`src/rtl/multiplier_iter_if.sv`:
```
// Request/response bundle between M-extension decode and the iterative multiplier.
// Decode side drives the request; the multiplier returns busy/done/result.
interface multiplier_iter_if #(
  parameter int WIDTH = 32
);
  logic             start_i;
  logic             kill_i;
  logic [WIDTH-1:0] op_A_i;
  logic [WIDTH-1:0] op_B_i;
  logic             signed_A_i;
  logic             signed_B_i;
  logic             upper_i;
  logic             busy_o;
  logic             done_o;
  logic [WIDTH-1:0] result_o;

  modport master (
    output start_i,
    output kill_i,
    output op_A_i,
    output op_B_i,
    output signed_A_i,
    output signed_B_i,
    output upper_i,
    input  busy_o,
    input  done_o,
    input  result_o
  );

  modport slave (
    input  start_i,
    input  kill_i,
    input  op_A_i,
    input  op_B_i,
    input  signed_A_i,
    input  signed_B_i,
    input  upper_i,
    output busy_o,
    output done_o,
    output result_o
  );
endinterface

```
`src/rtl/multiplier_iter.sv`:
```
// Iterative RV32M multiplier: BITS_PER_CYCLE multiplier bits per clock,
// full 2*WIDTH product, one-cycle replay of a repeated operand pair.
module multiplier_iter #(
  parameter int WIDTH          = 32,
  parameter int BITS_PER_CYCLE = 4,
  parameter int PAIR_CACHE     = 1
) (
  input logic         clk_i,
  input logic         rst_i,
  multiplier_iter_if.slave bus
);
  localparam int K      = BITS_PER_CYCLE;
  localparam int CYCLES = WIDTH / K;
  localparam int PW     = 2 * WIDTH;
  localparam int CW     = $clog2(CYCLES + 1);
  localparam logic [CW-1:0] LAST = CW'(CYCLES - 1);

  if (!(K == 1 || K == 2 || K == 4 || K == 8) ||
      (WIDTH % K) != 0 || WIDTH < 2 ||
      !(PAIR_CACHE == 0 || PAIR_CACHE == 1)) begin : g_bad_param
    $error("multiplier_iter: illegal WIDTH/BITS_PER_CYCLE/PAIR_CACHE");
  end

  typedef enum logic [1:0] {
    IDLE,
    CALC,
    DONE
  } state_t;

  state_t state, state_nx;

  logic             done_q;
  logic [PW-1:0]    acc;
  logic [PW-1:0]    a_sh;
  logic [WIDTH-1:0] b_sh;
  logic [CW-1:0]    cnt;
  logic             upper;
  logic [WIDTH-1:0] op_a;
  logic [WIDTH-1:0] op_b;
  logic             sgn_a;
  logic             sgn_b;
  logic [WIDTH-1:0] result;

  logic [PW-1:0]    c_prod;
  logic [WIDTH-1:0] c_a;
  logic [WIDTH-1:0] c_b;
  logic             c_sa;
  logic             c_sb;
  logic             c_valid;

  logic          open;
  logic          accept;
  logic          hit;
  logic          last;
  logic [K-1:0]  dig;
  logic [K:0]    dext;
  logic [PW-1:0] dwide;
  logic [PW-1:0] term;
  logic [PW-1:0] full;

  assign open   = (state == IDLE) || (state == DONE);
  assign accept = open && bus.start_i && !bus.kill_i;

  // upper_i is deliberately left out: MULH followed by MUL replays
  assign hit = (PAIR_CACHE != 0) && c_valid &&
               (bus.op_A_i == c_a) && (bus.op_B_i == c_b) &&
               (bus.signed_A_i == c_sa) && (bus.signed_B_i == c_sb);

  assign last = (cnt == LAST);

  // The top digit of a signed multiplier carries negative weight
  assign dig   = b_sh[K-1:0];
  assign dext  = {last & sgn_b & dig[K-1], dig};
  assign dwide = {{(PW-K-1){dext[K]}}, dext};
  assign term  = a_sh * dwide;
  assign full  = acc + term;

  always_comb begin
    state_nx = state;
    unique case (state)
      IDLE, DONE: begin
        if (bus.start_i) state_nx = hit ? DONE : CALC;
        else             state_nx = IDLE;
      end
      CALC: begin
        if (last) state_nx = DONE;
      end
      default: state_nx = IDLE;
    endcase
    if (bus.kill_i) state_nx = IDLE;
  end

  always_ff @(posedge clk_i or posedge rst_i) begin
    if (rst_i) begin
      state  <= IDLE;
      done_q <= 1'b0;
    end else begin
      state  <= state_nx;
      done_q <= (state_nx == DONE);
    end
  end

  always_ff @(posedge clk_i or posedge rst_i) begin
    if (rst_i) begin
      acc     <= '0;
      a_sh    <= '0;
      b_sh    <= '0;
      cnt     <= '0;
      upper   <= 1'b0;
      op_a    <= '0;
      op_b    <= '0;
      sgn_a   <= 1'b0;
      sgn_b   <= 1'b0;
      result  <= '0;
      c_prod  <= '0;
      c_a     <= '0;
      c_b     <= '0;
      c_sa    <= 1'b0;
      c_sb    <= 1'b0;
      c_valid <= 1'b0;
    end else if (bus.kill_i) begin
      c_valid <= 1'b0;
    end else if (accept) begin
      op_a  <= bus.op_A_i;
      op_b  <= bus.op_B_i;
      sgn_a <= bus.signed_A_i;
      sgn_b <= bus.signed_B_i;
      upper <= bus.upper_i;
      acc   <= '0;
      cnt   <= '0;
      b_sh  <= bus.op_B_i;
      a_sh  <= {{WIDTH{bus.signed_A_i & bus.op_A_i[WIDTH-1]}},
                bus.op_A_i};
      if (hit) begin
        result <= bus.upper_i ? c_prod[PW-1:WIDTH]
                              : c_prod[WIDTH-1:0];
      end
    end else if (state == CALC) begin
      acc  <= full;
      a_sh <= a_sh << K;
      b_sh <= b_sh >> K;
      cnt  <= cnt + CW'(1);
      if (last) begin
        result  <= upper ? full[PW-1:WIDTH] : full[WIDTH-1:0];
        c_prod  <= full;
        c_a     <= op_a;
        c_b     <= op_b;
        c_sa    <= sgn_a;
        c_sb    <= sgn_b;
        c_valid <= 1'b1;
      end
    end
  end

  assign bus.busy_o   = (state == CALC);
  assign bus.done_o   = done_q;
  assign bus.result_o = result;
endmodule
```
`src/flat_wrapper.sv`:
```
// flat-port wrapper written by rule: the top's interface ports become plain ports
module multiplier_iter_flat 
#(
  parameter int WIDTH          = 32,
  parameter int BITS_PER_CYCLE = 4,
  parameter int PAIR_CACHE     = 1
)
  (clk_i, rst_i, bus_start_i, bus_kill_i, bus_op_A_i, bus_op_B_i, bus_signed_A_i, bus_signed_B_i, bus_upper_i, bus_busy_o, bus_done_o, bus_result_o);
  multiplier_iter_if #(.WIDTH(WIDTH)) bus_i ();
  input logic clk_i;
  input logic rst_i;
  input wire logic [$bits(bus_i.start_i)-1:0] bus_start_i;
  input wire logic [$bits(bus_i.kill_i)-1:0] bus_kill_i;
  input wire logic [$bits(bus_i.op_A_i)-1:0] bus_op_A_i;
  input wire logic [$bits(bus_i.op_B_i)-1:0] bus_op_B_i;
  input wire logic [$bits(bus_i.signed_A_i)-1:0] bus_signed_A_i;
  input wire logic [$bits(bus_i.signed_B_i)-1:0] bus_signed_B_i;
  input wire logic [$bits(bus_i.upper_i)-1:0] bus_upper_i;
  output wire logic [$bits(bus_i.busy_o)-1:0] bus_busy_o;
  output wire logic [$bits(bus_i.done_o)-1:0] bus_done_o;
  output wire logic [$bits(bus_i.result_o)-1:0] bus_result_o;
  assign bus_i.start_i = bus_start_i;
  assign bus_i.kill_i = bus_kill_i;
  assign bus_i.op_A_i = bus_op_A_i;
  assign bus_i.op_B_i = bus_op_B_i;
  assign bus_i.signed_A_i = bus_signed_A_i;
  assign bus_i.signed_B_i = bus_signed_B_i;
  assign bus_i.upper_i = bus_upper_i;
  assign bus_busy_o = bus_i.busy_o;
  assign bus_done_o = bus_i.done_o;
  assign bus_result_o = bus_i.result_o;
  multiplier_iter #(.WIDTH(WIDTH), .BITS_PER_CYCLE(BITS_PER_CYCLE), .PAIR_CACHE(PAIR_CACHE)) u_core (.clk_i(clk_i), .rst_i(rst_i), .bus(bus_i));
endmodule
```
`config.mk`:
```
export PLATFORM = sky130hd
export DESIGN_NAME = multiplier_iter_flat
export DESIGN_NICKNAME = d
export VERILOG_FILES = /design/src/rtl/multiplier_iter_if.sv /design/src/rtl/multiplier_iter.sv /design/src/flat_wrapper.sv
export SDC_FILE = /design/constraint.sdc
export NUM_CORES = 2
export LEC_CHECK = 0
export ABC_AREA = 0
export BUFFER_PORTS_ARGS = -buffer_cell sky130_fd_sc_hd__buf_2
export CAP_MARGIN = 40
export CORE_ASPECT_RATIO = 0.6
export CORE_MARGIN = 2
export CORE_UTILIZATION = 55
export DETAILED_ROUTE_END_ITERATION = 8
export PLACE_DENSITY = 0.75
export SLEW_MARGIN = 25
export SYNTH_ARGS = -nofsm -noshare
export SYNTH_HDL_FRONTEND = slang
export SYNTH_SLANG_ARGS = --single-unit
```
`constraint.sdc`:
```
create_clock -name clk_i -period 11.6 [get_ports clk_i]
set_clock_uncertainty 0.1 [all_clocks]
set_input_delay 0.58 -clock clk_i [delete_from_list [all_inputs] [get_ports clk_i]]
set_output_delay 0.58 -clock clk_i [all_outputs]
set_load 0.005 [all_outputs]
```
After elaboration in Yosys (flattened, before gate mapping):

Cells that the tools add are included.

* muxes and demuxes: 23
* shifts and indexed selects: 0
* order comparisons: 0
* $mul: 1
* eq/ne operators: 10
* reduce and logical (&&, ||, !) cells: 19
* add/subtract/negate cells: 2
* bitwise gates (word level): 5
* divide/modulo/power cells: 0

Operator list (number)
* two-way mux 32 bit: 8
* two-way mux 64 bit: 4
* adder 64 bit: 1
* equality test 32 bit: 2
* multiplier 64 x 5 -> 64 bit: 1
* two-way mux 2 bit: 4
* two-way mux 4 bit: 2
* AND reduction 4 bit: 2
* nonzero test 2 bit: 4
* logical AND 1 bit: 6
* adder 4 x 1 -> 4 bit, second input constant: 1
* equality test 2 bit, second input constant: 2
* equality test 4 x 3 -> 1 bit, second input constant: 1
* two-way mux 1 bit: 4
* inequality test 2 bit, second input constant: 2
* case mux 2 bit (2 select lines): 1
* AND reduction 2 bit: 2
* bitwise AND 1 bit: 3
* AND reduction 3 bit: 1
* equality test 1 bit: 2
* equality test 2 x 1 -> 1 bit, second input constant: 1
* logical NOT 2 bit: 1
* NOT 1 bit: 2
* OR reduction 2 bit: 1
* 2 further kinds: 2

* flip-flop bits (word level): 397
* output and inout port bits: 34
* latch bits: 0
* memories kept: 0
* bits of input ports: 71
* logic and storage cells: 78
* ROM bits: 0
* bits in writable memories: 0

Depth between registers and ports, before layout:

* depth in word-level cells: 10
* mapped depth: 25
* mapped depth without buffers: 23

Least setup slack after synthesis:

Ideal clock, no wire load.

* kind: register -> register
* start point: reg u_core.cnt[0]
* end point: reg u_core.result[31], in the netlist u_core.bus.result_o[31]
* period minus slack after synthesis: 5.937 ns
* cell stages (with the launch flop): 24
* setup time: 0.132 ns
* slack: 5.663 ns
* data arrival time: 5.705 ns
* required time: 11.368 ns
* buffers on the path: 1
* cells stage by stage: dfrtp_1 > ha_1 > nand2_1 > nor2_1 > nand3_1 > clkbuf_1 > or2_2 > fa_1 > fa_1 > fa_1 > inv_1 > fa_1 > inv_1 > fa_1 > nand2b_1 > a21oi_1 > o2111ai_1 > a2111oi_0 > o21ai_0 > a21oi_1 > o21ai_1 > or4_1 > nand4_1 > o21ai_1

* cells in the longest elaborated chain, start to end: 9
* elaborated cells on any way between the ends: 11
* classes of those cells: 1 x add/sub; 1 x mul; 1 x eq/ne; 4 x mux; 2 x bitwise; 2 x reduce/logical

Ends and longest elaborated chain
* start: declaration: line multiplier_iter.sv:36 `logic [CW-1:0] cnt;`
* start signal: assignment: line multiplier_iter.sv:142 `cnt <= cnt + CW'(1);`
* equality test 4 x 3 -> 1 bit (*): line multiplier_iter.sv:69 `assign last = (cnt == LAST);`
* bitwise AND 1 bit (2 in series): line multiplier_iter.sv:73 `assign dext = {last & sgn_b & dig[K-1], dig};`
* multiplier 64 x 5 -> 64 bit: line multiplier_iter.sv:75 `assign term = a_sh * dwide;`
* adder 64 bit: line multiplier_iter.sv:76 `assign full = acc + term;`
* two-way mux 32 bit: line multiplier_iter.sv:144 `result <= upper ? full[PW-1:WIDTH] : full[WIDTH-1:0];`
* two-way mux 32 bit: line multiplier_iter.sv:143 `if (last) begin`
* two-way mux 32 bit: line multiplier_iter.sv:138 `end else if (state == CALC) begin`
* two-way mux 32 bit: line multiplier_iter.sv:123 `end else if (accept) begin`
* end signal: assignment: line multiplier_iter.sv:135 `result <= bus.upper_i ? c_prod[PW-1:WIDTH]`
* end signal: assignment: line multiplier_iter.sv:144
* end: declaration: line multiplier_iter.sv:42 `logic [WIDTH-1:0] result;`

Every way passes the cells marked *; elsewhere a longest branch is shown, timed or not. The select of a mux whose other input is x is not followed.
A chain may end at the register's enable or synchronous reset.

Worst setup path in the final report:

* start point: reg u_core.cnt[1]
* end point: reg u_core.result[31], in the netlist u_core.bus.result_o[31]

The elaborated chain is that of the path after synthesis.

==> results_dict.tcl <==
set metrics [dict create \
    core_area_sq_um 51200 \
    crit_buf_inv 3 \
    crit_path_top_delay_cell "or4_1" \
    p_switching_mw 4.47 \
    hold_buffers 1 \
    critPathLaunchType "flop" \
    fin_nets 3692 \
    synth-async-reset-ratio 1.00 \
    fin_area_sq_um 31500 \
    place_area_sq_um 30000 \
    status "complete, no violations" \
    cts_resized 0 \
    start_util 0.561 \
    antenna_found_initial 1 \
    die-area_sq_um 54200 \
    fmax_mhz 128 \
    drt_iter0_drc 2636 \
    relSlewSlack 0.354 \
    slew_violations 0 \
    power_leakage_nw 15.9 \
    power.density_nw_per_um2 272 \
    crit_type "flop to flop" \
    setup_viol 0 \
    sequentialPowerShare 0.216 \
    ff_latch_area_sq_um 9940 \
    fin_util 0.616 \
    setup_slack_ns 3.77 \
    post_cts_buffers 0 \
    portBuffers 104 \
    p_int_mw 4.11 \
    h-tree-depth 2 \
    clk_latency_ns 0.59 \
    routedWlPerCell_um 22.6 \
    synth_cells 3208 \
    die_h_um 181 \
    dr.pass1.iters 6 \
    vdd_drop_max_mv 0.170 \
    numCtsBuffers 41 \
    dp_hpwl_um 66000 \
    dp_slack_ns 3.90 \
    yosysTopAreaCell "dfrtp_1" \
    ys_seq_area_frac 0.346 \
    crit_top_cell "fa_1" \
    synthesis.area_sq_um 28700 \
    comb_power_share 0.625 \
    period_share 0.675 \
    synth.net_count 3648 \
    p_clk_frac 0.159 \
    clock_path_buffers 3 \
    synth_top_area_frac 0.346 \
    yosysWarnings 0 \
    detail-route-antenna-nets 0 \
    cts_root_buf "clkbuf_16" \
    diodes 0 \
    syn_area_per_cell_sq_um 8.96 \
    required_ns 11.95 \
    end_kind "flop" \
    finalCriticalPeriod_ns 7.83 \
    grt_max_degree 74 \
    hold_viol_final 0 \
    drc 0 \
    via_count 23500 \
    boundaryPins 105 \
    grt_pass1_wl_um 142000 \
    setup_tns_ns 0 \
    critical-path-top-delay-family "adder cells" \
    drv_cap 0 \
    critPathMaxStageDelay_ns 0.54 \
    synthFlopType "dfrtp_1" \
    fillers 4283 \
    rsz0062_at_grt "no" \
    ys_types 74 \
    synth.area.top_cells "dfrtp_1 (35%), fa_1 (17%), nand2_1 (9.6%)" \
    syn_to_final_growth_pct 9.74 \
    cp_max_fo 42 \
    critPathArrivalTime_ns 8.18 \
    place_congestion 0.982 \
    grt.overflow.total 0 \
    clock_sinks 397 \
    holdCritPathClass "primary input to flop" \
    yosys_register_bits 397 \
    grt_usage 0.340 \
    drive_gt1_frac 0.0804 \
    via_per_inst 5.91 \
    swShare 0.521 \
    row_count 64 \
    clk_pin_slew_ns 0.07 \
    synth_edf_count 0 \
    path_cells "ha_1 -> nand2_1 -> nor2_1 -> nand3_2 -> buf_4 -> or2_2 -> fa_1 -> fa_1 -> fa_1 -> inv_1 -> fa_1 -> inv_1 -> fa_1 -> nand2b_1 -> a21oi_1 -> o2111ai_1 -> a2111oi_0 -> o21ai_0 -> a21oi_1 -> o21ai_1 -> or4_1 -> nand4_1 -> o21ai_1" \
    tightest_slew_ns 0.961 \
    die_x_um 299 \
    multi_input_area_sq_um 16900 \
    grt_pass1_vias 23700 \
    power_mw 8.58 \
    cts_tree "done" \
    drt-total-wl_um 89900 \
]
-- synthesized netlist by cell type, drive strengths merged, types with 13 or more instances --
master,number
a22o,46
xor2,51
xnor2,80
ha,127
nor4,13
a21oi,119
clkbuf,130
buf,25
inv,382
o211ai,15
nand3,46
mux2i,53
nand2,732
nor2,131
nand4,29
fa,242
dfrtp,397
and2,237
a21o,21
o21ai,162
-- path summary, 6_finish.rpt --
path | to | startpoint | slack (ns) | depth (start not counted)
max | u_core.bus.result_o[31] | u_core.cnt[1] | 3.77 | 23
min | u_core.state[0] | bus_kill_i | 0.12 | 2
max reg2reg | u_core.bus.result_o[31] | u_core.cnt[1] | 3.77 | 23
min reg2reg | u_core.c_a[10] | u_core.op_a[10] | 0.36 | 2
max in group asynchronous | u_core.b_sh[3] | rst_i | 9.34 | 7
min in group asynchronous | u_core.a_sh[40] | rst_i | 0.36 | 3
-- flip-flops by register name, indices dropped and copies added (netlist names), 2 cells and up --
register,count
u_core.state,2
u_core.op_b,32
u_core.c_a,32
u_core.cnt,4
u_core.a_sh,64
u_core.bus.result_o,32
u_core.op_a,32
u_core.c_b,32
u_core.b_sh,32
u_core.c_prod,64
u_core.acc,64
-- cell families (layout without fill, tap and decap cells) --
group	after synthesis	in the layout	share of synthesized area
flops	397	397	0.346
buf+inv	537	611	0.0705
simple gates	1241	1241	0.193
fa+ha+maj	369	369	0.224
mux	57	57	0.0200
compound gates	476	476	0.107
xor+xnor	131	131	0.0399
-- per-layer routing --
layer,share of wire,GRT usage
met5,0,0
met4,0.018,0.0674
met3,0.13,0.121
met2,0.39,0.451
met1,0.46,0.529
-- power by group through the flow --
stage / sequential, mW / combinational, mW / clock, mW
CTS: 1.84 / 5.15 / 1.38
floorplan: 1.75 / 3.39 / 0
detailed placement: 1.86 / 5.10 / 0
global placement: 1.85 / 5.00 / 0
finish: 1.85 / 5.36 / 1.36
global route: 1.88 / 5.85 / 1.43
-- cell usage in the layout (no fill, tap or decap), types with 46 or more instances in the layout --
cell type and instances:
a21oi_1 118, a22o_1 46, and2_1 237, buf_2 106, dfrtp_1 394, fa_1 242
ha_1 127, inv_1 380, mux2i_1 53, nand2_1 729, nor2_1 126, o21ai_0 127
xnor2_1 79, xor2_1 51
-- final cells by class --
type,count,share of cell area
clock buffer,55,0.0371
clock inverter,18,0.00528
inverter,382,0.0456
multi-input combinational,2274,0.534
sequential,397,0.315
tap,693,0.0275
timing repair buffer,156,0.0352
-- stage by stage --
| step | hold WS [ns] | std cells |
|---|---|---|
| final | 0.123 | 3975 |
| after global routing | 0.105 | 3975 |
| after CTS | 0.0972 | 3965 |
| after detailed placement | 0.355 | 3891 |
| after global placement | 0.344 | 3881 |
| after floorplan | 0.338 | 3208 |
Note: power is estimated with default switching activity, not from simulation.
